**src/rtl/mult_pkg.sv**
```systemverilog
`default_nettype none
// ============================================================================
// Module   : mult_pkg
// Purpose  : Shared types and helpers for the radix-4 Booth multiplier.
// Revision : 1.0 - initial release
// ============================================================================
package mult_pkg;

    typedef enum logic [1:0] {
        IDLE = 2'd0,
        RUN  = 2'd1,
        DONE = 2'd2
    } state_t;

    typedef enum logic [2:0] {
        ZERO = 3'd0,
        POS1 = 3'd1,
        POS2 = 3'd2,
        NEG1 = 3'd3,
        NEG2 = 3'd4
    } digit_t;

    // Two guard bits are added to the operands, so N+2 bits are recoded two at a time.
    function automatic int booth_iters(input int n);
        return n / 2 + 1;
    endfunction

endpackage
`default_nettype wire

```
**src/rtl/booth_r4_encoder.sv**
```systemverilog
`default_nettype none
// ============================================================================
// Module   : booth_r4_encoder
// Purpose  : Radix-4 Booth recoder: multiplier triplet to digit select lines.
// Revision : 1.0 - initial release
// ============================================================================
module booth_r4_encoder
    import mult_pkg::*;
(
    input  logic [2:0] i_triplet,
    output logic       o_neg,
    output logic       o_two,
    output logic       o_zero
);

    digit_t w_digit;

    always_comb begin
        w_digit = ZERO;
        case (i_triplet)
            3'b001, 3'b010: w_digit = POS1;
            3'b011:         w_digit = POS2;
            3'b100:         w_digit = NEG2;
            3'b101, 3'b110: w_digit = NEG1;
            default:        w_digit = ZERO;
        endcase
    end

    assign o_neg  = (w_digit == NEG1) || (w_digit == NEG2);
    assign o_two  = (w_digit == POS2) || (w_digit == NEG2);
    assign o_zero = (w_digit == ZERO);

endmodule
`default_nettype wire

```
**src/rtl/booth_radix4_multiplier.sv**
```systemverilog
`default_nettype none
// ============================================================================
// Module   : booth_radix4_multiplier
// Purpose  : Sequential radix-4 Booth multiplier, signed or unsigned per op.
// Revision : 1.0 - initial release
// ============================================================================
module booth_radix4_multiplier
    import mult_pkg::*;
#(
    parameter int N = 12
) (
    input  logic           clk,
    input  logic           rst,
    input  logic           start,
    input  logic           signed_mode,
    input  logic [N-1:0]   A,
    input  logic [N-1:0]   B,
    output logic [2*N-1:0] Product,
    output logic           ready,
    output logic           busy
);

    localparam int c_W     = N + 2;
    localparam int c_K     = booth_iters(N);
    localparam int c_ACC_W = 2 * c_W + 2;
    localparam int c_CNT_W = $clog2(c_K + 1);

    if ((N < 4) || ((N % 2) != 0)) begin : g_bad_width
        $error("booth_radix4_multiplier: N must be even and at least 4");
    end

    state_t               r_state;
    state_t               w_state_next;
    logic [c_CNT_W-1:0]   r_count;
    logic [c_W-1:0]       r_mcand;
    logic [c_ACC_W-1:0]   r_acc;
    logic [c_ACC_W-1:0]   w_acc_next;
    logic [c_W-1:0]       w_a_ext;
    logic [c_W-1:0]       w_b_ext;
    logic [c_W:0]         w_mcand_ext;
    logic [c_W:0]         w_pp;
    logic [c_W:0]         adder_output;
    logic                 w_neg;
    logic                 w_two;
    logic                 w_zero;
    logic                 w_accept;
    logic                 w_last;

    assign w_a_ext = signed_mode ? {{2{A[N-1]}}, A} : {2'b00, A};
    assign w_b_ext = signed_mode ? {{2{B[N-1]}}, B} : {2'b00, B};

    // Accumulator layout: {partial sum (W+1), multiplier (W), b[-1]}.
    booth_r4_encoder u_encoder (
        .i_triplet (r_acc[2:0]),
        .o_neg     (w_neg),
        .o_two     (w_two),
        .o_zero    (w_zero)
    );

    assign w_mcand_ext  = {r_mcand[c_W-1], r_mcand};
    assign w_pp         = w_zero ? '0 : (w_two ? {w_mcand_ext[c_W-1:0], 1'b0} : w_mcand_ext);
    assign adder_output = w_neg ? (r_acc[c_ACC_W-1:c_W+1] - w_pp)
                                : (r_acc[c_ACC_W-1:c_W+1] + w_pp);
    assign w_acc_next   = $signed({adder_output, r_acc[c_W:0]}) >>> 2;
    assign w_last       = (r_state == RUN) && (r_count == c_CNT_W'(c_K - 1));

    always_ff @(posedge clk) begin
        if (rst) begin
            r_state <= IDLE;
        end else begin
            r_state <= w_state_next;
        end
    end

    always_comb begin
        w_state_next = r_state;
        w_accept     = 1'b0;
        busy         = 1'b0;
        ready        = 1'b0;
        case (r_state)
            IDLE: begin
                if (start) begin
                    w_accept     = 1'b1;
                    w_state_next = RUN;
                end
            end
            RUN: begin
                busy = 1'b1;
                if (w_last) begin
                    w_state_next = DONE;
                end
            end
            DONE: begin
                ready = 1'b1;
                if (start) begin
                    w_accept     = 1'b1;
                    w_state_next = RUN;
                end else begin
                    w_state_next = IDLE;
                end
            end
            default: w_state_next = IDLE;
        endcase
    end

    always_ff @(posedge clk) begin
        if (rst) begin
            r_mcand <= '0;
            r_acc   <= '0;
            r_count <= '0;
            Product <= '0;
        end else if (w_accept) begin
            r_mcand <= w_a_ext;
            r_acc   <= {{(c_W + 1){1'b0}}, w_b_ext, 1'b0};
            r_count <= '0;
        end else if (r_state == RUN) begin
            r_acc   <= w_acc_next;
            r_count <= w_last ? '0 : r_count + c_CNT_W'(1);
            // Bits above 2N only carry sign replicas of an in-range product.
            if (w_last) begin
                Product <= w_acc_next[2*N:1];
            end
        end
    end

endmodule
`default_nettype wire

```
**config.mk**
```make
export PLATFORM = sky130hd
export DESIGN_NAME = booth_radix4_multiplier
export DESIGN_NICKNAME = d
export VERILOG_FILES = /design/src/rtl/mult_pkg.sv /design/src/rtl/booth_r4_encoder.sv /design/src/rtl/booth_radix4_multiplier.sv
export SDC_FILE = /design/constraint.sdc
export NUM_CORES = 1
export LEC_CHECK = 0
export BUFFER_PORTS_ARGS = -buffer_cell sky130_fd_sc_hd__buf_2
export CAP_MARGIN = 20
export CORE_MARGIN = 4
export CORE_UTILIZATION = 55
export DETAILED_ROUTE_END_ITERATION = 10
export GPL_TIMING_DRIVEN = 0
export PLACE_DENSITY = 0.81
export SETUP_SLACK_MARGIN = 0.02
export SLEW_MARGIN = 20
export SYNTH_ARGS = -nofsm -noshare
export SYNTH_HDL_FRONTEND = slang
export SYNTH_SLANG_ARGS = --single-unit
export TNS_END_PERCENT = 50
```
**constraint.sdc**
```tcl
create_clock -name clk -period 7.6 [get_ports clk]
set_clock_uncertainty 0.15 [all_clocks]
set_input_delay 1.14 -clock clk [delete_from_list [all_inputs] [get_ports clk]]
set_output_delay 1.14 -clock clk [all_outputs]
set_load 0.02 [all_outputs]
```
==> results.ini <==
[grt]
antenna_found_initial=0
grt_max_degree=14
grt_pass1_vias=4112
grt_overflow=0
grt_pass1_wl_microns=20500
track_usage_pct=28.6

[synth]
async_flop_share_pct=0
synthAdderAreaFrac_pct=6.20
synth-edff-count=0
synth_fp_nets=607
synthMuxAreaShare_pct=1.71
ys_ff_latch=70
synth_cells=561
avgSynthCellArea_sq_um=7.55
ys.flop_type=dfxtp_1
synth_top_family_by_area=compound AO/OA/AOI/OAI gates
seq_area_frac_synth_pct=33.1
synthesis.area_sq_um=4240
ys_warn_count=0
synth_xor_area_share_pct=3.72
synthDistinctLibCells=64
synth_compound_area_share_pct=26.0
synth-simple-area-share_pct=23.4

[drt]
detail_route.wl_per_cell_microns=17.2
dr.pass1.iters=5
drt_iter0_markers=513
drt_wl_total_microns=12600
drc=0
num_vias=4421
final_antenna_net_count=0
viasPerCell=6.06

[clock_tree]
numCtsBuffers=9
cts_tree=done
clk_path_buf_depth=2
cts_setup_buffers=0
clk_latency_ns=0.35
cts_max_level=3
clk_pin_slew_ns=0.08
clock-sinks=70
clockRootBuffer=clkbuf_8
cts.repair.resized=0
cts_hold_buf=0

[power]
ir_drop_mv=0.199
pwr-share-comb_pct=33.1
switchingPower_w=0.000396
power.density_nw_per_um2=231
p_int_w=0.000725
p_seq_share_pct=35.8
swShare_pct=35.3
clkPwrFrac_pct=31.1
p_leak_nw=1.93

[placement]
place_congestion=0.965
place_hpwl_microns=9190
portBuffers=53
dpl_cell_area_sq_um=4620
post-place-ws_ns=3.03

[final_layout]
fill_cells=638
drive_gt1_share_pct=14.1
diodes=0
finalNetCount=671
register_area_sq_um=1400
final_area_sq_um=4860
area_growth_pct=14.7
multi_input_area_sq_um=2580

[floorplanning]
die_h_microns=95.8
initial_core_util_pct=57.5
io_pins=54
rows=31
die_w_microns=95.8
coreArea_sq_um=7370
dieArea_sq_um=9170

[worst_setup_path]
crit_chain=buf_6 > nor3b_1 > o21ai_0 > a21o_1 > ha_1 > inv_1 > nor2_1 > a22o_2 > o211ai_1 > o21ai_0 > a21oi_1 > ha_1 > o21a_1 > o31a_1 > o2111ai_1 > a31o_2 > and3_1 > or4_1 > a21oi_1
reg2reg_depth=19
critPathMaxFanout=10
r2r_start=r_acc[2]
start_kind=flip-flop
worst_ep_arrival_time_ns=4.90
crit_start=r_acc[2]
max_stage_delay_ns=0.64
critPathKind=flip-flop to flip-flop
endpoint_kind=flip-flop
crit_path_end=r_acc[27]
worstPathRequired_ns=7.73
cp_slowest_cell=nor3b_1
timing.rr.end=r_acc[27]
reg2reg_slack_ns=2.83

[sta]
finalHoldWorstSlack_ns=0.303
fmax_mhz=210
finalSetupViolCount=0
fin_ws_ns=2.83
slew_viol_final=0
worst_slew_pin_slew_ns=0.828
finalHoldViolations=0
rsz0062_at_grt=no
finalCriticalPeriod_ns=4.77
fin_crit_sh_pct=62.7
maxSlewHeadroom_pct=44.8
tns_ns=0

[run]
maxCapViolations=0

[status]
status=finished, final reports clean

[hold_path]
hold_path_class=flip-flop to flip-flop

-- power groups by stage --
stage | clock network [W] | registers (W) | logic, W
floorplan | 0 | 0.000404 | 0.000268
global placement | 0 | 0.000408 | 0.000351
detailed placement | 0 | 0.000409 | 0.000357
CTS | 0.000353 | 0.000400 | 0.000361
global route | 0.000371 | 0.000403 | 0.000402
finish | 0.000348 | 0.000401 | 0.000371
-- worst max-delay path: cells and delay by family, from the launching register on --
family / cells / cell delay [ns]
AO/OA/AOI/OAI: 11 / 2.25
flip-flops: 1 / 0.34
buffers and inverters: 2 / 0.24
AND/OR/NAND/NOR: 4 / 1.30
adder cells (fa/ha/maj): 2 / 0.43
-- flip-flops by register name, indices dropped and copies added, names as in the netlist --
register / count
r_acc: 28
r_mcand: 13
Product: 24
r_state: 2
r_count: 3
-- cells in the final DEF (no fill, tap or decap), drive strengths merged, types with 10 or more instances in the layout --
| cell | instances |
|---|---|
| a21oi | 88 |
| a22oi | 15 |
| buf | 62 |
| clkbuf | 40 |
| dfxtp | 70 |
| ha | 17 |
| inv | 10 |
| nand2 | 120 |
| nand3 | 13 |
| nor2 | 35 |
| nor2b | 10 |
| o21ai | 27 |
| xnor2 | 11 |
-- synthesized netlist by cell type (4+ instances only) --
library cell / n / area (sq um)
mux2i_1: 5 / 50.1
nand3_1: 13 / 65.1
a221oi_1: 6 / 52.6
inv_1: 8 / 30.0
xnor2_1: 11 / 96.3
nand2_1: 117 / 439
dfxtp_1: 70 / 1400
a21oi_1: 88 / 440
buf_1: 4 / 15.0
nand2b_1: 7 / 43.8
o21bai_1: 5 / 37.5
a22oi_1: 15 / 113
ha_1: 17 / 213
nor2b_1: 10 / 62.6
xor2_1: 7 / 61.3
buf_6: 4 / 45.0
nor2_1: 35 / 131
clkbuf_1: 29 / 109
a21o_1: 5 / 37.5
nor3_1: 7 / 35.0
o21ai_0: 27 / 135
-- kinds of logic (layout without fill, tap and decap cells) --
logic type                 after synthesis  after routing
muxes                                    7              7
buffers and inverters                   50            119
xor gates and xnor gates                18             18
adders and majority gates               21             21
AOI/OAI and AO/OA                      179            179
and+or+nand+nor                        216            216
DFF                                     70             70
-- how the worst min path moves through the flow --
stage | from | to | slack (ns) | cells past startpoint
CTS | Product[0] | Product[0] | 0.31 | 2
global route | Product[7] | Product[7] | 0.33 | 2
global placement | Product[2] | Product[2] | 0.29 | 2
finish | Product[0] | Product[0] | 0.30 | 2
detailed placement | Product[0] | Product[0] | 0.29 | 2
floorplan | r_acc[15] | r_acc[15] | 0.29 | 2
-- stage by stage --
step / util (%) / std cells / power, W
floorplan: - / 561 / 0.000672
global route: 65.9 / 729 / 0.00118
detailed placement: 62.8 / 713 / 0.000765
global placement: 62.8 / 713 / 0.000759
CTS: 65.9 / 729 / 0.00111
finish: 65.9 / 729 / 0.00112
-- layer usage --
metal	global-route usage, %	part of all wire (%)
met5	0	0
met1	39.8	45
met2	45.9	48
met4	7.23	1.4
met3	5.16	5.8
-- cell type report --
type,instances,area share [%]
multi-input cells,441,53.2
flip-flops and latches,70,28.9
repair buffers,53,5.46
plain buffers,39,4.17
clock buffers,10,2.83
well taps,99,2.55
clock inverters,6,1.93
inverters,11,0.953
No activity file was read; power rests on OpenSTA's default activity.
